### src/rtl/audio_ns_seq_if.sv
// Sample-in, result-out and engine toggle-handshake bundle for audio_ns_seq.
// slave: sequencer side. master: source/sink/engine side.
//   in_*  : sample stream into the sequencer (valid/ready)
//   out_* : result stream out of the sequencer (valid/ready)
//   ns_*  : toggle req/ack link to one fix_audio_ns engine
interface audio_ns_seq_if #(
    parameter int DW = 16,
    parameter int CW = 36
);
    logic          in_valid;
    logic [DW-1:0] in_data;
    logic          in_ready;

    logic          out_valid;
    logic [DW-1:0] out_data;
    logic          out_ovf;
    logic          out_ready;

    logic          ns_req;
    logic [DW-1:0] ns_rx_data;
    logic [CW-1:0] ns_conf;
    logic          ns_ack;
    logic [DW-1:0] ns_tx_data;
    logic          ns_overflow;

    modport slave (
        input  in_valid, in_data,
        output in_ready,
        output out_valid, out_data, out_ovf,
        input  out_ready,
        output ns_req, ns_rx_data, ns_conf,
        input  ns_ack, ns_tx_data, ns_overflow
    );

    modport master (
        output in_valid, in_data,
        input  in_ready,
        input  out_valid, out_data, out_ovf,
        output out_ready,
        input  ns_req, ns_rx_data, ns_conf,
        output ns_ack, ns_tx_data, ns_overflow
    );
endinterface

### src/rtl/audio_ns_seq.sv
// Sample sequencer: FIFO-buffers samples, issues them to one fix_audio_ns
// engine over toggle req/ack, double-buffers conf, returns results.
// Ports:
//   clk, rstn (async low), enable (clock enable, low = hold all state)
//   io          : audio_ns_seq_if.slave (in/out streams, engine link)
//   conf_wr/conf_wdata : write conf shadow; conf_pend = shadow not applied
//   ovf_cnt     : saturating engine overflow count
//   timeout_err : sticky engine timeout flag
//   clr         : clear ovf_cnt/timeout_err, leave halt
module audio_ns_seq #(
    parameter int          DW       = 16,
    parameter int          CW       = 36,
    parameter int          FIFO_AW  = 2,
    parameter int          TIMEOUT  = 255,
    parameter logic [35:0] CONF_RST = 36'h0_4000_0000
) (
    input  logic                  clk,
    input  logic                  rstn,
    input  logic                  enable,
    audio_ns_seq_if.slave         io,
    input  logic                  conf_wr,
    input  logic [CW-1:0]         conf_wdata,
    output logic                  conf_pend,
    output logic [7:0]            ovf_cnt,
    output logic                  timeout_err,
    input  logic                  clr
);
    localparam int DEPTH = 1 << FIFO_AW;
    localparam int TW    = $clog2(TIMEOUT + 1);
    localparam logic [TW-1:0] TMAX = TW'(TIMEOUT);

    typedef enum logic [2:0] {
        S_IDLE, S_APPLY, S_ISSUE, S_WAIT, S_OUT, S_HALT
    } state_t;

    state_t state, state_nx;

    logic [DW-1:0]      mem [DEPTH];
    logic [FIFO_AW-1:0] wr_ptr, rd_ptr;
    logic [FIFO_AW:0]   count;
    logic               full, empty, push, pop;

    logic [CW-1:0]      shadow, conf_q;
    logic [TW-1:0]      timer;
    logic               ack_d, ack_ev;
    logic               req_q;
    logic [DW-1:0]      rx_q;
    logic               ov_q, oo_q;
    logic [DW-1:0]      od_q;

    logic do_apply, do_issue, do_cap, do_tmo, do_take;

    assign full        = count[FIFO_AW];
    assign empty       = (count == '0);
    assign io.in_ready = !full && enable;
    assign push        = io.in_valid && io.in_ready;
    assign pop         = enable && do_issue;
    assign ack_ev      = io.ns_ack ^ ack_d;

    assign io.ns_req     = req_q;
    assign io.ns_rx_data = rx_q;
    assign io.ns_conf    = conf_q;
    assign io.out_valid  = ov_q;
    assign io.out_data   = od_q;
    assign io.out_ovf    = oo_q;

    always_comb begin
        state_nx = state;
        do_apply = 1'b0;
        do_issue = 1'b0;
        do_cap   = 1'b0;
        do_tmo   = 1'b0;
        do_take  = 1'b0;
        unique case (state)
            S_IDLE: begin
                // pending conf goes first so the next sample sees it
                if (conf_pend)   state_nx = S_APPLY;
                else if (!empty) state_nx = S_ISSUE;
            end
            S_APPLY: begin
                do_apply = 1'b1;
                state_nx = S_IDLE;
            end
            S_ISSUE: begin
                do_issue = 1'b1;
                state_nx = S_WAIT;
            end
            S_WAIT: begin
                if (ack_ev) begin
                    do_cap   = 1'b1;
                    state_nx = S_OUT;
                end else if (timer == TMAX) begin
                    do_tmo   = 1'b1;
                    state_nx = S_HALT;
                end
            end
            S_OUT: begin
                if (io.out_ready) begin
                    do_take  = 1'b1;
                    state_nx = S_IDLE;
                end
            end
            S_HALT: begin
                do_take = io.out_ready;
                if (clr) state_nx = S_IDLE;
            end
            default: state_nx = S_IDLE;
        endcase
    end

    always_ff @(posedge clk or negedge rstn) begin
        if (!rstn)       state <= S_IDLE;
        else if (enable) state <= state_nx;
    end

    always_ff @(posedge clk or negedge rstn) begin
        if (!rstn) begin
            wr_ptr <= '0;
            rd_ptr <= '0;
            count  <= '0;
            for (int i = 0; i < DEPTH; i++) mem[i] <= '0;
        end else if (enable) begin
            if (push) begin
                mem[wr_ptr] <= io.in_data;
                wr_ptr      <= wr_ptr + 1'b1;
            end
            if (pop) rd_ptr <= rd_ptr + 1'b1;
            unique case ({push, pop})
                2'b10:   count <= count + 1'b1;
                2'b01:   count <= count - 1'b1;
                default: ;
            endcase
        end
    end

    always_ff @(posedge clk or negedge rstn) begin
        if (!rstn) begin
            req_q       <= 1'b0;
            rx_q        <= '0;
            conf_q      <= CONF_RST;
            shadow      <= CONF_RST;
            conf_pend   <= 1'b0;
            ov_q        <= 1'b0;
            od_q        <= '0;
            oo_q        <= 1'b0;
            ovf_cnt     <= '0;
            timeout_err <= 1'b0;
            ack_d       <= 1'b0;
            timer       <= '0;
        end else if (enable) begin
            // tracking ack every cycle also swallows a late ack while halted
            ack_d <= io.ns_ack;

            // a write landing on the apply cycle stays pending
            if (conf_wr) begin
                shadow    <= conf_wdata;
                conf_pend <= 1'b1;
            end else if (do_apply) begin
                conf_pend <= 1'b0;
            end
            if (do_apply) conf_q <= shadow;

            if (do_issue) begin
                rx_q  <= mem[rd_ptr];
                req_q <= ~req_q;
                timer <= '0;
            end else if (state == S_WAIT) begin
                timer <= timer + 1'b1;
            end

            if (do_cap) begin
                od_q <= io.ns_tx_data;
                oo_q <= io.ns_overflow;
                ov_q <= 1'b1;
            end else if (do_tmo) begin
                od_q <= '0;
                oo_q <= 1'b1;
                ov_q <= 1'b1;
            end else if (do_take) begin
                ov_q <= 1'b0;
            end

            if (clr)
                ovf_cnt <= '0;
            else if (do_cap && io.ns_overflow && ovf_cnt != 8'hFF)
                ovf_cnt <= ovf_cnt + 1'b1;

            if (do_tmo)   timeout_err <= 1'b1;
            else if (clr) timeout_err <= 1'b0;
        end
    end
endmodule
### src/flat_wrapper.sv
// flat-port wrapper written by rule: the top's interface ports become plain ports
module audio_ns_seq_flat 
#(
    parameter int          DW       = 16,
    parameter int          CW       = 36,
    parameter int          FIFO_AW  = 2,
    parameter int          TIMEOUT  = 255,
    parameter logic [35:0] CONF_RST = 36'h0_4000_0000
)
  (clk, rstn, enable, conf_wr, conf_wdata, conf_pend, ovf_cnt, timeout_err, clr, io_in_valid, io_in_data, io_in_ready, io_out_valid, io_out_data, io_out_ovf, io_out_ready, io_ns_req, io_ns_rx_data, io_ns_conf, io_ns_ack, io_ns_tx_data, io_ns_overflow);
  audio_ns_seq_if #(.DW(DW), .CW(CW)) io_i ();
  input  logic clk;
  input  logic rstn;
  input  logic enable;
  input  logic conf_wr;
  input  logic [CW-1:0] conf_wdata;
  output logic conf_pend;
  output logic [7:0] ovf_cnt;
  output logic timeout_err;
  input  logic clr;
  input wire logic [$bits(io_i.in_valid)-1:0] io_in_valid;
  input wire logic [$bits(io_i.in_data)-1:0] io_in_data;
  output wire logic [$bits(io_i.in_ready)-1:0] io_in_ready;
  output wire logic [$bits(io_i.out_valid)-1:0] io_out_valid;
  output wire logic [$bits(io_i.out_data)-1:0] io_out_data;
  output wire logic [$bits(io_i.out_ovf)-1:0] io_out_ovf;
  input wire logic [$bits(io_i.out_ready)-1:0] io_out_ready;
  output wire logic [$bits(io_i.ns_req)-1:0] io_ns_req;
  output wire logic [$bits(io_i.ns_rx_data)-1:0] io_ns_rx_data;
  output wire logic [$bits(io_i.ns_conf)-1:0] io_ns_conf;
  input wire logic [$bits(io_i.ns_ack)-1:0] io_ns_ack;
  input wire logic [$bits(io_i.ns_tx_data)-1:0] io_ns_tx_data;
  input wire logic [$bits(io_i.ns_overflow)-1:0] io_ns_overflow;
  assign io_i.in_valid = io_in_valid;
  assign io_i.in_data = io_in_data;
  assign io_in_ready = io_i.in_ready;
  assign io_out_valid = io_i.out_valid;
  assign io_out_data = io_i.out_data;
  assign io_out_ovf = io_i.out_ovf;
  assign io_i.out_ready = io_out_ready;
  assign io_ns_req = io_i.ns_req;
  assign io_ns_rx_data = io_i.ns_rx_data;
  assign io_ns_conf = io_i.ns_conf;
  assign io_i.ns_ack = io_ns_ack;
  assign io_i.ns_tx_data = io_ns_tx_data;
  assign io_i.ns_overflow = io_ns_overflow;
  audio_ns_seq #(.DW(DW), .CW(CW), .FIFO_AW(FIFO_AW), .TIMEOUT(TIMEOUT), .CONF_RST(CONF_RST)) u_core (.clk(clk), .rstn(rstn), .enable(enable), .io(io_i), .conf_wr(conf_wr), .conf_wdata(conf_wdata), .conf_pend(conf_pend), .ovf_cnt(ovf_cnt), .timeout_err(timeout_err), .clr(clr));
endmodule
### config.mk
export PLATFORM = sky130hd
export DESIGN_NAME = audio_ns_seq_flat
export DESIGN_NICKNAME = d
export VERILOG_FILES = /design/src/rtl/audio_ns_seq_if.sv /design/src/rtl/audio_ns_seq.sv /design/src/flat_wrapper.sv
export SDC_FILE = /design/constraint.sdc
export NUM_CORES = 1
export LEC_CHECK = 0
export BUFFER_PORTS_ARGS = -buffer_cell sky130_fd_sc_hd__buf_4
export CORE_ASPECT_RATIO = 1.1
export CORE_MARGIN = 3
export CORE_UTILIZATION = 35
export CTS_CLUSTER_SIZE = 14
export DETAILED_ROUTE_END_ITERATION = 12
export PLACE_DENSITY = 0.55
export SLEW_MARGIN = 20
export SYNTH_ARGS = -nofsm -noshare
export SYNTH_HDL_FRONTEND = slang
export SYNTH_SLANG_ARGS = --single-unit
### constraint.sdc
create_clock -name clk -period 2.9 [get_ports clk]
set_input_delay 0 -clock clk [delete_from_list [all_inputs] [get_ports clk]]
set_output_delay 0 -clock clk [all_outputs]
set_load 0.02 [all_outputs]
# [Word-level counts from Yosys, hierarchy flattened]
# Index checks and enable logic that the tools add are counted.
[totals] reg_bits=200 inputBits=77 memories=0 mem_bits_ro=0 wordCells=113 latchBits=0 mem_bits_rw=0 out_inout_bits=82
[op_classes] div_mod_pow=0 magnitude_cmp=3 n_mux=38 n_eq_ne=13 reduce_logical=29 shift=0 n_bitwise=4 multipliers=0 add_sub_neg=6
[op_table] cell="2-to-1 mux 16 bit" count=5
[op_table] cell="bitwise mux 64 bit" count=1
[op_table] cell="binary-select mux 16 bit (select 2 bit)" count=1
[op_table] cell="demux 16 bit (select 2 bit)" count=1
[op_table] cell="2-to-1 mux 8 bit" count=4
[op_table] cell="AND reduction 2 bit" count=12
[op_table] cell="2-to-1 mux 3 bit" count=6
[op_table] cell="2-to-1 mux 1 bit" count=17
[op_table] cell="adder 8 x 1 -> 8 bit, second input constant" count=2
[op_table] cell="one-hot mux 3 bit (5 select lines)" count=1
[op_table] cell="nonzero test 2 bit" count=6
[op_table] cell="equality test 8 bit, second input constant" count=1
[op_table] cell="!= test 8 bit, second input constant" count=1
[op_table] cell="equality test 3 x 2 -> 1 bit, second input constant" count=2
[op_table] cell="equality test 3 bit, second input constant" count=2
[op_table] cell=">= comparator 3 bit, second input constant" count=2
[op_table] cell="logical AND 1 bit" count=6
[op_table] cell="zero test 3 bit" count=2
[op_table] cell="inverter 2 -> 3 bit" count=2
[op_table] cell="one-hot mux 3 bit (2 select lines)" count=1
[op_table] cell="AND reduction 5 bit" count=1
[op_table] cell="adder 2 x 1 -> 2 bit, second input constant" count=2
[op_table] cell="!= test 2 bit, second input constant" count=2
[op_table] cell="adder 3 x 1 -> 3 bit, second input constant" count=1
[op_table] cell="12 further kinds" count=12

# [Longest topological paths before layout]
# Gate-level depths: netlist (run 1).
[logic_depth] ltp_word=7 mapped_depth=9 mapped_depth_nobuf=8

# [Worst setup path before layout (run 1)]
# Ideal clock, no wire load.
[synth_timing] path_kind="register to register" startpoint="reg u_core.state[2]" endpoint="reg u_core.count[1]" slack_ns=0.784 path_buffers=2 period_less_slack_ns=2.116 required_time_ns=2.775 arrival_ns=1.992 stages_incl_launch_ff=8 cell_sequence="dfrtp_1 -> buf_2 -> nand3b_1 -> nor2_1 -> buf_4 -> ha_1 -> fa_1 -> mux2_2"
[synth_via] elab_chain_cells=6 word_cells_on_any_way=8 classes_between="3 x eq/ne; 2 x mux; 3 x reduce/logical"
[synth_rtl] item="start, declared" line="audio_ns_seq.sv:36" text="state_t state, state_nx;"
[synth_rtl] item="start signal, assigned" line="audio_ns_seq.sv:113" text="else if (enable) state <= state_nx;"
[synth_rtl] item="equality test 3 x 2 -> 1 bit *" line="audio_ns_seq.sv:74" text="unique case (state)"
[synth_rtl] item="2-to-1 mux 1 bit *" line="audio_ns_seq.sv:74"
[synth_rtl] item="logical AND 1 bit *" line="audio_ns_seq.sv:57" text="assign pop = enable && do_issue;"
[synth_rtl] item="net u_core.pop" line="audio_ns_seq.sv:41" text="logic full, empty, push, pop;"
[synth_rtl] item="equality test 2 bit / equality test 2 x 1 -> 1 bit (equally long branches)" line="audio_ns_seq.sv:128" text="unique case ({push, pop})"
[synth_rtl] item="nonzero test 2 bit (no line)"
[synth_rtl] item="AND reduction 2 bit (no line)"
[synth_rtl] item="end signal, assigned" line="audio_ns_seq.sv:129" text="2'b10: count <= count + 1'b1;"
[synth_rtl] item="end signal, assigned" line="audio_ns_seq.sv:130" text="2'b01: count <= count - 1'b1;"
[synth_rtl] item="end, declared" line="audio_ns_seq.sv:40" text="logic [FIFO_AW:0] count;"
# The timed path passes the listed nets; every way through them passes the cells marked *.
# A chain may end at the register's enable or synchronous reset.

# [Final worst setup path (run 1)]
[layout_timing] startpoint="reg u_core.count[2]" endpoint="reg u_core.count[2]"
[layout_via] elab_chain_cells=6 word_cells_on_any_way=10 classes_between="2 x add/sub; 2 x eq/ne; 1 x mux; 5 x reduce/logical"
[layout_rtl] item="branches (longest 6 deep; another with subtractor 3 x 1 -> 3 bit)"
# Parallel ways; which one is timed is not known.

==> results of run 1 <==
[power groups by stage]
stage	Sequential (mW)	Clock (mW)	Combinational, mW
after floorplan	5.05	0	2.04
after global placement	4.56	0	3.89
after detailed placement	4.65	0	3.99
after CTS	4.60	2.35	4.08
after global routing	4.75	2.47	4.30
final	4.59	2.26	4.00
[placed cells by master, fill, tap and decap left out, types with 7 or more instances in the layout]
cell type,n
mux2_2,152
o21ai_0,10
nand3_1,12
nand2_1,21
nor2_1,11
dlygate4sd3_1,77
mux4_2,16
ha_1,7
buf_4,164
clkbuf_16,17
dfrtp_1,198
a22o_1,19
[stage by stage]
stage	setup slack (ns)	area, sq um	std cells	power, mW
after detailed placement	0.7238	9887	1000	8.638
after floorplan	0.7835	8411	563	7.089
final	0.7347	11220	1109	10.86
after CTS	0.7137	11220	1109	11.03
after global routing	0.5873	11220	1109	11.52
after global placement	0.8026	9887	1000	8.447
[repair_timing]
item	CTS	global route
gates resized for setup	0	0
hold endpoints to repair	204	0
setup buffers	0	0
hold buffers	77	0
[logic make-up (layout without fill, tap and decap cells)]
group                      Yosys count  after routing  share of synthesized area
muxes                              172            172                     0.2514
xor gates and xnor gates            11             11                    0.01145
adders and majority gates            8              8                    0.01279
DFF                                200            200                     0.5954
AOI/OAI and AO/OA                   54             54                    0.04791
and+or+nand+nor                     81             81                    0.05475
buffers and inverters               37            283                    0.02633
[worst paths after layout]
| path | startpoint | end | slack, ns | depth (start not counted) |
|---|---|---|---|---|
| worst max-delay path | u_core.count[2]$_DFFE_PN0P_ | u_core.count[2]$_DFFE_PN0P_ | 0.73 | 8 |
| worst min-delay path | io_in_valid | u_core.wr_ptr[0]$_DFFE_PN0P_ | 0.11 | 3 |
| worst max register to register | u_core.count[2]$_DFFE_PN0P_ | u_core.count[2]$_DFFE_PN0P_ | 0.73 | 8 |
| worst min register to register | u_core.io.ns_req$_DFFE_PN0P_ | u_core.io.ns_req$_DFFE_PN0P_ | 0.47 | 1 |
| max in group asynchronous | rstn | u_core.io.ns_conf[30]$_DFFE_PN1P_ | 1.89 | 3 |
| min in group asynchronous | rstn | u_core.mem[27]$_DFFE_PN0P_ | 0.22 | 2 |
[sequential cells by signal, summed over array words and instances (netlist names)]
name	flops
u_core.wr_ptr	2
u_core.count	3
u_core.conf_pend	1
u_core.io.ns_rx_data	16
u_core.shadow	36
u_core.io.out_data	16
u_core.io.ns_conf	36
u_core.state	3
u_core.io.out_valid	1
u_core.mem	64
u_core.ack_d	1
u_core.io.ns_req	1
u_core.timer	8
u_core.io.out_ovf	1
u_core.timeout_err	1
u_core.rd_ptr	2
u_core.ovf_cnt	8
[routing by layer]
metal | vias up | wire (um) | track usage | part of all wire
li1 | 2527 | - | - | -
met1 | 2796 | 7826 | 0.1819 | 0.41
met2 | 92 | 10240 | 0.2675 | 0.53
met3 | 25 | 695 | 0.03375 | 0.036
met4 | 0 | 383 | 0.04916 | 0.020
met5 | - | 0 | 0 | 0
[area by class of cell]
class	instances	area, sq um	area share
clock inverters	12	110.1	0.009809
well taps	300	375.4	0.03344
clock buffers	20	456.7	0.04069
flip-flops and latches	200	5007	0.4461
multi-input cells	326	3193	0.2845
inverters	7	26.28	0.002341
repair buffers	244	2056	0.1831
[tightest hold or removal path: stages]
cell     delay (ns)
buf_4          0.08
and2_1         0.32
xnor2_1        0.10
==> run_summary.xml, run 1 <==
<?xml version="1.0" encoding="UTF-8"?>
<metrics>
  <group name="routing">
    <metric name="dr.pass1.iters" unit="">4</metric>
    <metric name="postRouteAntennaNets" unit="">0</metric>
    <metric name="drt-initial-drc-count" unit="">179</metric>
    <metric name="routed_via_density" unit="">4.905</metric>
    <metric name="drcViolationCount" unit="">0</metric>
    <metric name="detail_route.wirelength" unit="um">19140</metric>
    <metric name="num_vias" unit="">5440</metric>
    <metric name="wl_per_cell" unit="um">17.26</metric>
  </group>
  <group name="yosys">
    <metric name="synth.largest_area_cell" unit="">dfrtp_1</metric>
    <metric name="synth_seq_cells" unit="">200</metric>
    <metric name="netlist_area" unit="sq mm">0.008411</metric>
    <metric name="syn_avg_cell_area" unit="sq um">14.94</metric>
    <metric name="count_leader_synth" unit="">dfrtp_1</metric>
    <metric name="synth_flop_cell" unit="">dfrtp_1</metric>
    <metric name="yosysSeqAreaShare" unit="">0.5954</metric>
    <metric name="synth_cells" unit="">563</metric>
    <metric name="synth_async_sr_flop_share" unit="">1.000</metric>
    <metric name="cell_types_occupying_the_most_area_after_synthesis" unit="">dfrtp_1, mux2_2, mux4_2, a22o_1, ha_1</metric>
    <metric name="synth_enable_flop_cells" unit="">0</metric>
    <metric name="ys_warn_count" unit="">0</metric>
    <metric name="synth_cell_types" unit="">52</metric>
    <metric name="synthTopCellsByCount" unit="">dfrtp_1, mux2_2, nand2_1</metric>
    <metric name="synth_largest_type_area_fraction" unit="">0.5891</metric>
    <metric name="synthesis.nets" unit="">648</metric>
  </group>
  <group name="sta">
    <metric name="relSlewSlack" unit="">0.5491</metric>
    <metric name="setup_viol" unit="">0</metric>
    <metric name="post_route_clock_skew" unit="ns">0.01195</metric>
    <metric name="final.period_utilization" unit="">0.7467</metric>
    <metric name="final_hold_viol_count" unit="">0</metric>
    <metric name="period_needed" unit="ns">2.165</metric>
    <metric name="setup_tns" unit="ns">0</metric>
    <metric name="timing_worst_slew_pin_value" unit="ns">0.6763</metric>
    <metric name="timing_max_transition_violations_final" unit="">0</metric>
    <metric name="whs" unit="ns">0.1123</metric>
    <metric name="unrepaired_setup_endpoints_after_global_routing" unit="">no</metric>
    <metric name="max_clock_freq" unit="MHz">461.8</metric>
  </group>
  <group name="setup_path">
    <metric name="criticalPathCategory" unit="">register to register</metric>
    <metric name="slowest_stage_cell_on_the_critical_path" unit="">dfrtp_1</metric>
    <metric name="cp.buffers_inverters" unit="">1</metric>
    <metric name="timing.critical_path.slowest_cell_delay" unit="ns">0.41</metric>
    <metric name="data_arrival_critical_path" unit="ns">2.48</metric>
    <metric name="cp_endpoint_kind" unit="">register</metric>
    <metric name="worstSetupStartpointType" unit="">register</metric>
    <metric name="critPathTopFamily" unit="">simple AND/OR/NAND/NOR gates</metric>
    <metric name="worstPathCellList" unit="">and2b_1, and2_1, inv_1, ha_1, fa_1, xor2_1, nand2_1, xnor2_1</metric>
    <metric name="crit_fanout" unit="">8</metric>
    <metric name="endpoint_required_time_on_the_critical_path" unit="ns">3.22</metric>
  </group>
  <group name="cts">
    <metric name="cts_max_level" unit="">4</metric>
    <metric name="tritoncts_num_sinks" unit="">200</metric>
    <metric name="clk_pin_slew" unit="ns">0.07</metric>
    <metric name="clock_insertion_delay_worst_skew" unit="ns">0.43</metric>
    <metric name="cts-root-to-sink-buffers" unit="">2</metric>
    <metric name="cts_root_buffer" unit="">clkbuf_16</metric>
    <metric name="cts_inserted_buffers" unit="">17</metric>
    <metric name="tritoncts" unit="">built</metric>
  </group>
  <group name="power_and_ir_drop">
    <metric name="seqPwrFrac" unit="">0.423</metric>
    <metric name="comb_power_share" unit="">0.369</metric>
    <metric name="power.ir.vdd_worst" unit="V">0.0004473</metric>
    <metric name="share_clk_of_total_power" unit="">0.208</metric>
    <metric name="fraction_of_power_spent_switching_nets" unit="">0.3302</metric>
    <metric name="p_leak" unit="nW">5.084</metric>
    <metric name="power_switching" unit="mW">3.584</metric>
    <metric name="internal-power" unit="mW">7.272</metric>
    <metric name="p_per_area" unit="mW/mm^2">967.2</metric>
  </group>
  <group name="die">
    <metric name="die_w" unit="um">153.8</metric>
    <metric name="floorplan.initialDensity" unit="">0.3622</metric>
    <metric name="core_area" unit="sq mm">0.02322</metric>
    <metric name="design.portCount" unit="">159</metric>
    <metric name="fp-row-count" unit="">58</metric>
    <metric name="floorplan.die_area" unit="sq mm">0.02593</metric>
    <metric name="fp.dieH" unit="um">168.6</metric>
  </group>
  <group name="hold_path">
    <metric name="worstHoldPathType" unit="">input port to register</metric>
  </group>
  <group name="layout">
    <metric name="layout-drive-gt1-share" unit="">0.4697</metric>
    <metric name="fillers" unit="">2097</metric>
    <metric name="antenna_cells" unit="">0</metric>
    <metric name="postLayoutCoreUtil" unit="">0.4834</metric>
    <metric name="design.final.nets" unit="">881</metric>
    <metric name="synth_to_final_area_change" unit="%">33.46</metric>
  </group>
  <group name="global_routing">
    <metric name="globalRouteTotalUtil" unit="">0.1506</metric>
    <metric name="grt_first_pass_wirelength" unit="um">31420</metric>
    <metric name="grt_max_degree" unit="">83</metric>
    <metric name="grt_overflow" unit="">0</metric>
    <metric name="first_global_vias" unit="">6002</metric>
    <metric name="antenna_violations_before_repair" unit="">0</metric>
  </group>
  <group name="place">
    <metric name="dp.final_hpwl" unit="um">12890</metric>
    <metric name="port_buffers" unit="">158</metric>
    <metric name="place.gp.congestion" unit="">0.7664</metric>
  </group>
  <group name="run_status">
    <metric name="run_status" unit="">finished, final reports clean</metric>
  </group>
  <group name="run">
    <metric name="timing.max_cap.violations" unit="">0</metric>
  </group>
</metrics>
(Power assumes the default switching activity.)
==> inputs of run 2 (changes only) <==
==> constraint.sdc (replaced) <==
create_clock -name clk -period 2.25 [get_ports clk]
set_input_delay 0 -clock clk [delete_from_list [all_inputs] [get_ports clk]]
set_output_delay 0 -clock clk [all_outputs]
set_load 0.02 [all_outputs]
==> run 2 against run 1 <==
Compared with the run above:
- wire length increased by 1.3%
- utilization increased by 0.26 points
- sequential cell count unchanged
- clock-buffer cell count decreased by 1
- critical path type unchanged
- final area increased by 0.55%
- highest routed layer unchanged
- die area unchanged
- clock power increased by 29%
- sequential power increased by 28%
- critical path depth unchanged
- non-clock buffer count increased by 7
- worst setup slack got worse by 0.49 ns
- largest cell class unchanged
==> run_summary.xml, run 2 (same netlist as run 1, synthesis figures left out) <==
<?xml version="1.0" encoding="UTF-8"?>
<metrics>
  <group name="die">
    <metric name="floorplan.initialDensity" unit="">0.3622</metric>
    <metric name="fp-row-count" unit="">58</metric>
    <metric name="die_w" unit="um">153.8</metric>
    <metric name="floorplan.die_area" unit="sq mm">0.02593</metric>
    <metric name="fp.dieH" unit="um">168.6</metric>
    <metric name="core_area" unit="sq mm">0.02322</metric>
    <metric name="design.portCount" unit="">159</metric>
  </group>
  <group name="cts">
    <metric name="cts_resized" unit="">0</metric>
    <metric name="tritoncts_num_sinks" unit="">200</metric>
    <metric name="cts-root-to-sink-buffers" unit="">2</metric>
    <metric name="cts_root_buffer" unit="">clkbuf_16</metric>
    <metric name="post_cts_buffers" unit="">0</metric>
    <metric name="clk_pin_slew" unit="ns">0.07</metric>
    <metric name="clock_insertion_delay_worst_skew" unit="ns">0.43</metric>
    <metric name="cts_inserted_buffers" unit="">17</metric>
    <metric name="tritoncts" unit="">built</metric>
    <metric name="cts_max_level" unit="">4</metric>
  </group>
  <group name="routing">
    <metric name="routed_via_density" unit="">4.934</metric>
    <metric name="drcViolationCount" unit="">0</metric>
    <metric name="postRouteAntennaNets" unit="">0</metric>
    <metric name="detail_route.wirelength" unit="um">19400</metric>
    <metric name="wl_per_cell" unit="um">17.40</metric>
    <metric name="num_vias" unit="">5501</metric>
    <metric name="drt-initial-drc-count" unit="">171</metric>
    <metric name="dr.pass1.iters" unit="">4</metric>
  </group>
  <group name="setup_path">
    <metric name="crit_fanout" unit="">3</metric>
    <metric name="timing.reg2reg.worst_path_depth" unit="">8</metric>
    <metric name="timing.critical_path.slowest_cell_delay" unit="ns">0.41</metric>
    <metric name="data_arrival_critical_path" unit="ns">2.34</metric>
    <metric name="cp.buffers_inverters" unit="">1</metric>
    <metric name="cp_endpoint_kind" unit="">register</metric>
    <metric name="criticalPathCategory" unit="">register to register</metric>
    <metric name="endpoint_required_time_on_the_critical_path" unit="ns">2.58</metric>
    <metric name="worstPathCellList" unit="">and2b_1, and2_1, inv_1, ha_1, fa_1, xor2_1, nand2_1, xnor2_1</metric>
    <metric name="r2r_end" unit="">u_core.count[2]$_DFFE_PN0P_</metric>
    <metric name="reg2reg_setup_slack" unit="ns">0.24</metric>
    <metric name="worstReg2RegStart" unit="">u_core.count[2]$_DFFE_PN0P_</metric>
    <metric name="worstSetupStartpointType" unit="">register</metric>
    <metric name="slowest_stage_cell_on_the_critical_path" unit="">dfrtp_1</metric>
    <metric name="critPathTopFamily" unit="">adder cells</metric>
  </group>
  <group name="layout">
    <metric name="fillers" unit="">2039</metric>
    <metric name="final_cell_mix" unit="">dfrtp_1, buf_4, mux2_2</metric>
    <metric name="final_cells" unit="">1115</metric>
    <metric name="flip_flop_count_of_the_largest_register_after_layout" unit="">64</metric>
    <metric name="layout-drive-gt1-share" unit="">0.4748</metric>
    <metric name="antenna_cells" unit="">0</metric>
    <metric name="mostFrequentLayoutCell" unit="">dfrtp_1</metric>
    <metric name="max_flop_register" unit="">u_core.mem</metric>
    <metric name="synth_to_final_area_change" unit="%">34.19</metric>
    <metric name="design.final.nets" unit="">888</metric>
  </group>
  <group name="power_and_ir_drop">
    <metric name="comb_power_share" unit="">0.376</metric>
    <metric name="fraction_of_power_spent_switching_nets" unit="">0.3316</metric>
    <metric name="power.ir.vdd_worst" unit="V">0.0004569</metric>
    <metric name="p_leak" unit="nW">5.122</metric>
    <metric name="seqPwrFrac" unit="">0.418</metric>
    <metric name="power_switching" unit="mW">4.674</metric>
    <metric name="fin_total_pwr" unit="mW">14.09</metric>
    <metric name="internal-power" unit="mW">9.419</metric>
    <metric name="p_per_area" unit="mW/mm^2">1249</metric>
    <metric name="share_clk_of_total_power" unit="">0.207</metric>
  </group>
  <group name="sta">
    <metric name="relSlewSlack" unit="">0.5497</metric>
    <metric name="final_hold_viol_count" unit="">0</metric>
    <metric name="setup_tns" unit="ns">0</metric>
    <metric name="timing_max_transition_violations_final" unit="">0</metric>
    <metric name="timing.final.ws_setup" unit="ns">0.2399</metric>
    <metric name="period_needed" unit="ns">2.010</metric>
    <metric name="whs" unit="ns">0.07414</metric>
    <metric name="final.period_utilization" unit="">0.8934</metric>
    <metric name="max_clock_freq" unit="MHz">497.5</metric>
    <metric name="setup_viol" unit="">0</metric>
    <metric name="post_route_clock_skew" unit="ns">0.01396</metric>
    <metric name="unrepaired_setup_endpoints_after_global_routing" unit="">no</metric>
    <metric name="timing_worst_slew_pin_value" unit="ns">0.6747</metric>
  </group>
  <group name="global_routing">
    <metric name="grt_overflow" unit="">0</metric>
    <metric name="globalRouteTotalUtil" unit="">0.1510</metric>
    <metric name="grt_max_degree" unit="">66</metric>
    <metric name="grt_first_pass_wirelength" unit="um">31570</metric>
    <metric name="antenna_violations_before_repair" unit="">0</metric>
    <metric name="first_global_vias" unit="">6025</metric>
  </group>
  <group name="hold_path">
    <metric name="hold_path.startpoint" unit="">io_in_valid</metric>
    <metric name="holdPathStages" unit="">4</metric>
    <metric name="worstHoldPathType" unit="">input port to register</metric>
    <metric name="hold-path-endpoint" unit="">u_core.wr_ptr[0]$_DFFE_PN0P_</metric>
  </group>
  <group name="place">
    <metric name="total_instance_count_after_detailed_placement" unit="">1007</metric>
    <metric name="port_buffers" unit="">158</metric>
    <metric name="dp.final_hpwl" unit="um">12920</metric>
    <metric name="setup_slack_placement" unit="ns">0.2532</metric>
    <metric name="place.gp.congestion" unit="">0.7678</metric>
  </group>
  <group name="run_status">
    <metric name="run_status" unit="">finished, final reports clean</metric>
  </group>
  <group name="run">
    <metric name="timing.max_cap.violations" unit="">0</metric>
  </group>
</metrics>
==> run 2: area by class of cell <==
cell class,instances,area (sq um),share of cell area
clock buffers,19,452.9,0.04013
clock inverters,12,110.1,0.009756
inverters,7,26.28,0.002328
multi-input cells,326,3193,0.2829
flip-flops and latches,200,5007,0.4437
well taps,300,375.4,0.03326
repair buffers,251,2121,0.1879
==> run 2: layer usage <==
metal,vias up,track usage,share of wire
met5,-,0,0
met4,0,0.05415,0.026
met3,27,0.03452,0.038
met2,105,0.2620,0.52
met1,2833,0.1852,0.41
li1,2536,-,-
==> run 2: worst reg2reg max path: cells and delay by family, from the launching register on <==
| kind | cells | cell delay (ns) |
|---|---|---|
| xor gates and xnor gates | 2 | 0.39 |
| adders and majority gates | 2 | 0.61 |
| buffers and inverters | 1 | 0.05 |
| DFF | 1 | 0.41 |
| and+or+nand+nor | 3 | 0.45 |
==> run 2: metrics by stage <==
stage	area, sq um	utilization
2_1_floorplan	8411	-
3_3_place_gp	9952	0.4286
3_5_place_dp	9952	0.4286
4_1_cts	11290	0.4860
5_1_grt	11290	0.4860
6_report	11290	0.4860
==> run 2: what timing repair did <==
action | in CTS | in global routing
hold endpoints to repair | 186 | 0
hold buffers | 77 | 0
setup endpoints to repair | 0 | 0
==> run 2: worst max path at each step <==
| stage | from | end | slack [ns] | cells after the start |
|---|---|---|---|---|
| after global routing | u_core.count[2]$_DFFE_PN0P_ | u_core.count[2]$_DFFE_PN0P_ | 0.11 | 8 |
| after floorplan | u_core.state[2]$_DFFE_PN0P_ | u_core.count[1]$_DFFE_PN0P_ | 0.13 | 7 |
| after CTS | u_core.count[2]$_DFFE_PN0P_ | u_core.count[2]$_DFFE_PN0P_ | 0.23 | 8 |
| after detailed placement | u_core.count[2]$_DFFE_PN0P_ | u_core.count[2]$_DFFE_PN0P_ | 0.25 | 8 |
| after global placement | u_core.count[2]$_DFFE_PN0P_ | u_core.count[2]$_DFFE_PN0P_ | 0.40 | 8 |
| final | u_core.count[2]$_DFFE_PN0P_ | u_core.count[2]$_DFFE_PN0P_ | 0.24 | 8 |
==> run 2: power groups by stage <==
stage               combinational (mW)  clock [mW]  sequential (mW)
finish                            5.29        2.91             5.88
global route                      5.68        3.17             6.08
CTS                               5.39        3.01             5.89
detailed placement                5.27           0             5.94
global placement                  5.13           0             5.84
floorplan                         2.63           0             6.51
==> inputs of run 3 (changes only) <==
==> constraint.sdc (replaced) <==
create_clock -name clk -period 2.5 [get_ports clk]
set_input_delay 0 -clock clk [delete_from_list [all_inputs] [get_ports clk]]
set_output_delay 0 -clock clk [all_outputs]
set_load 0.02 [all_outputs]
==> run 3 against run 2 <==
Compared with the run above:
- utilization increased by 0.13 points
- clock skew increased by 0.0032 ns
- first-iteration DRC count increased by 68%
- non-clock buffer count decreased by 5
- hold slack improved by 0.011 ns
- via count decreased by 0.38%
- sequential power decreased by 9.0%
==> run_summary.xml, run 3 (same netlist as run 1, synthesis figures left out) <==
<?xml version="1.0" encoding="UTF-8"?>
<metrics>
  <group name="setup_path">
    <metric name="cp.buffers_inverters" unit="">0</metric>
    <metric name="worstPathCellList" unit="">nand3b_1, nor2_2, ha_1, fa_1, xor2_1, nand2_1, xnor2_1</metric>
    <metric name="endpoint_required_time_on_the_critical_path" unit="ns">2.81</metric>
    <metric name="crit_fanout" unit="">10</metric>
    <metric name="cp_endpoint_kind" unit="">register</metric>
    <metric name="worstReg2RegStart" unit="">u_core.state[2]$_DFFE_PN0P_</metric>
    <metric name="criticalPathCategory" unit="">register to register</metric>
    <metric name="worstSetupStartpointType" unit="">register</metric>
    <metric name="data_arrival_critical_path" unit="ns">2.26</metric>
    <metric name="timing.reg2reg.worst_path_depth" unit="">7</metric>
    <metric name="slowest_stage_cell_on_the_critical_path" unit="">dfrtp_1</metric>
    <metric name="reg2reg_setup_slack" unit="ns">0.55</metric>
    <metric name="critPathTopFamily" unit="">adder cells</metric>
    <metric name="r2r_end" unit="">u_core.count[2]$_DFFE_PN0P_</metric>
    <metric name="timing.critical_path.slowest_cell_delay" unit="ns">0.55</metric>
  </group>
  <group name="global_routing">
    <metric name="first_global_vias" unit="">6149</metric>
    <metric name="globalRouteTotalUtil" unit="">0.1577</metric>
    <metric name="antenna_violations_before_repair" unit="">0</metric>
    <metric name="grt_overflow" unit="">0</metric>
    <metric name="grt_first_pass_wirelength" unit="um">32670</metric>
    <metric name="grt_max_degree" unit="">69</metric>
  </group>
  <group name="layout">
    <metric name="layout-drive-gt1-share" unit="">0.4735</metric>
    <metric name="flip_flop_count_of_the_largest_register_after_layout" unit="">64</metric>
    <metric name="postLayoutCoreUtil" unit="">0.4873</metric>
    <metric name="design.final.nets" unit="">883</metric>
    <metric name="mostFrequentLayoutCell" unit="">dfrtp_1</metric>
    <metric name="antenna_cells" unit="">0</metric>
    <metric name="final_cells" unit="">1111</metric>
    <metric name="final_cell_mix" unit="">dfrtp_1, buf_4, mux2_2</metric>
    <metric name="max_flop_register" unit="">u_core.mem</metric>
    <metric name="synth_to_final_area_change" unit="%">34.54</metric>
  </group>
  <group name="routing">
    <metric name="drcViolationCount" unit="">0</metric>
    <metric name="postRouteAntennaNets" unit="">0</metric>
    <metric name="detail_route.wirelength" unit="um">19950</metric>
    <metric name="routed_via_density" unit="">4.932</metric>
    <metric name="drt-initial-drc-count" unit="">288</metric>
    <metric name="dr.pass1.iters" unit="">4</metric>
    <metric name="wl_per_cell" unit="um">17.95</metric>
    <metric name="num_vias" unit="">5480</metric>
  </group>
  <group name="sta">
    <metric name="post_route_clock_skew" unit="ns">0.01721</metric>
    <metric name="timing_worst_slew_pin_value" unit="ns">0.6535</metric>
    <metric name="setup_viol" unit="">0</metric>
    <metric name="setup_tns" unit="ns">0</metric>
    <metric name="unrepaired_setup_endpoints_after_global_routing" unit="">no</metric>
    <metric name="timing_max_transition_violations_final" unit="">0</metric>
    <metric name="period_needed" unit="ns">1.952</metric>
    <metric name="relSlewSlack" unit="">0.5639</metric>
    <metric name="final.period_utilization" unit="">0.7808</metric>
    <metric name="max_clock_freq" unit="MHz">512.3</metric>
    <metric name="final_hold_viol_count" unit="">0</metric>
  </group>
  <group name="hold_path">
    <metric name="holdPathStages" unit="">4</metric>
    <metric name="hold_path.startpoint" unit="">io_in_valid</metric>
    <metric name="worstHoldPathType" unit="">input port to register</metric>
    <metric name="hold-path-endpoint" unit="">u_core.wr_ptr[0]$_DFFE_PN0P_</metric>
  </group>
  <group name="cts">
    <metric name="cts_max_level" unit="">4</metric>
    <metric name="cts_root_buffer" unit="">clkbuf_16</metric>
    <metric name="cts_inserted_buffers" unit="">17</metric>
    <metric name="tritoncts" unit="">built</metric>
    <metric name="cts-root-to-sink-buffers" unit="">2</metric>
    <metric name="clock_insertion_delay_worst_skew" unit="ns">0.43</metric>
    <metric name="tritoncts_num_sinks" unit="">200</metric>
    <metric name="clk_pin_slew" unit="ns">0.07</metric>
    <metric name="cts_resized" unit="">0</metric>
    <metric name="post_cts_buffers" unit="">0</metric>
  </group>
  <group name="die">
    <metric name="core_area" unit="sq mm">0.02322</metric>
    <metric name="floorplan.initialDensity" unit="">0.3622</metric>
    <metric name="design.portCount" unit="">159</metric>
    <metric name="fp.dieH" unit="um">168.6</metric>
    <metric name="fp-row-count" unit="">58</metric>
    <metric name="die_w" unit="um">153.8</metric>
    <metric name="floorplan.die_area" unit="sq mm">0.02593</metric>
  </group>
  <group name="power_and_ir_drop">
    <metric name="seqPwrFrac" unit="">0.413</metric>
    <metric name="comb_power_share" unit="">0.362</metric>
    <metric name="p_per_area" unit="mW/mm^2">1146</metric>
    <metric name="share_clk_of_total_power" unit="">0.226</metric>
    <metric name="power.ir.vdd_worst" unit="V">0.0004771</metric>
    <metric name="fraction_of_power_spent_switching_nets" unit="">0.3251</metric>
    <metric name="fin_total_pwr" unit="mW">12.96</metric>
    <metric name="internal-power" unit="mW">8.749</metric>
    <metric name="power_switching" unit="mW">4.215</metric>
    <metric name="p_leak" unit="nW">5.140</metric>
  </group>
  <group name="place">
    <metric name="dp.final_hpwl" unit="um">13040</metric>
    <metric name="port_buffers" unit="">158</metric>
    <metric name="place.gp.congestion" unit="">0.7880</metric>
    <metric name="total_instance_count_after_detailed_placement" unit="">1003</metric>
  </group>
  <group name="run_status">
    <metric name="run_status" unit="">finished, final reports clean</metric>
  </group>
  <group name="run">
    <metric name="timing.max_cap.violations" unit="">0</metric>
  </group>
</metrics>
-- run 3: cell types whose count changed in the layout (fill, tap and decap cells not counted) --
| cell | delta |
|---|---|
| buf_4 | -4 |
| bufinv_16 | +3 |
| clkinvlp_4 | -2 |
| dlygate4sd3_1 | -1 |
| inv_6 | +2 |
| inv_8 | -2 |
-- run 3: power by group through the flow --
stage | logic, mW | clock network (mW) | registers (mW)
4_1_cts | 4.77 | 3.03 | 5.36
2_1_floorplan | 2.37 | 0 | 5.86
6_report | 4.69 | 2.93 | 5.35
5_1_grt | 5.04 | 3.17 | 5.53
3_3_place_gp | 4.54 | 0 | 5.29
3_5_place_dp | 4.66 | 0 | 5.40
-- run 3: metrics by stage --
step	worst slack (ns)	hold slack (ns)	instance area (sq um)
final	0.5480	0.08470	11320
after global routing	0.3895	0.1185	11320
after CTS	0.5387	0.05789	11320
after detailed placement	0.5472	0.03678	9922
after global placement	0.6286	0.02323	9922
after floorplan	0.3835	-0.2956	8411
-- run 3: final cells by class --
| class | instances | area (sq um) |
|---|---|---|
| Tap cell | 300 | 375.4 |
| Fill cell | 2042 | 11910 |
| Clock buffer | 19 | 452.9 |
| Sequential cell | 200 | 5007 |
| Multi-Input combinational cell | 326 | 3193 |
| Inverter | 7 | 26.28 |
| Timing Repair Buffer | 246 | 2081 |
| Clock inverter | 13 | 180.2 |
-- run 3: worst max-delay path by stage --
stage / startpoint / endpoint / slack, ns / depth (start not counted)
2_1_floorplan: u_core.state[2]$_DFFE_PN0P_ / u_core.count[1]$_DFFE_PN0P_ / 0.38 / 7
3_3_place_gp: u_core.state[2]$_DFFE_PN0P_ / u_core.count[2]$_DFFE_PN0P_ / 0.63 / 7
4_1_cts: u_core.state[0]$_DFFE_PN0P_ / u_core.count[2]$_DFFE_PN0P_ / 0.54 / 6
5_1_grt: u_core.state[0]$_DFFE_PN0P_ / u_core.count[2]$_DFFE_PN0P_ / 0.39 / 6
3_5_place_dp: u_core.state[0]$_DFFE_PN0P_ / u_core.count[2]$_DFFE_PN0P_ / 0.55 / 6
6_report: u_core.state[2]$_DFFE_PN0P_ / u_core.count[2]$_DFFE_PN0P_ / 0.55 / 7
-- run 3: worst min-delay path, cell delays in order --
cell and delay [ns]:
buf_4 0.07, and2_1 0.14, buf_4 0.17, xnor2_1 0.08
-- run 3: repair_timing --
item / CTS / global route
hold buffers: 76 / 0
setup endpoints to repair: 0 / 0
endpoints found under the hold margin: 190 / 0
-- run 3: metal layers --
metal  share of wire  global-route usage
met5               0                   0
met2            0.53              0.2816
met3           0.036             0.03196
met1            0.40              0.1839
met4           0.030             0.06836
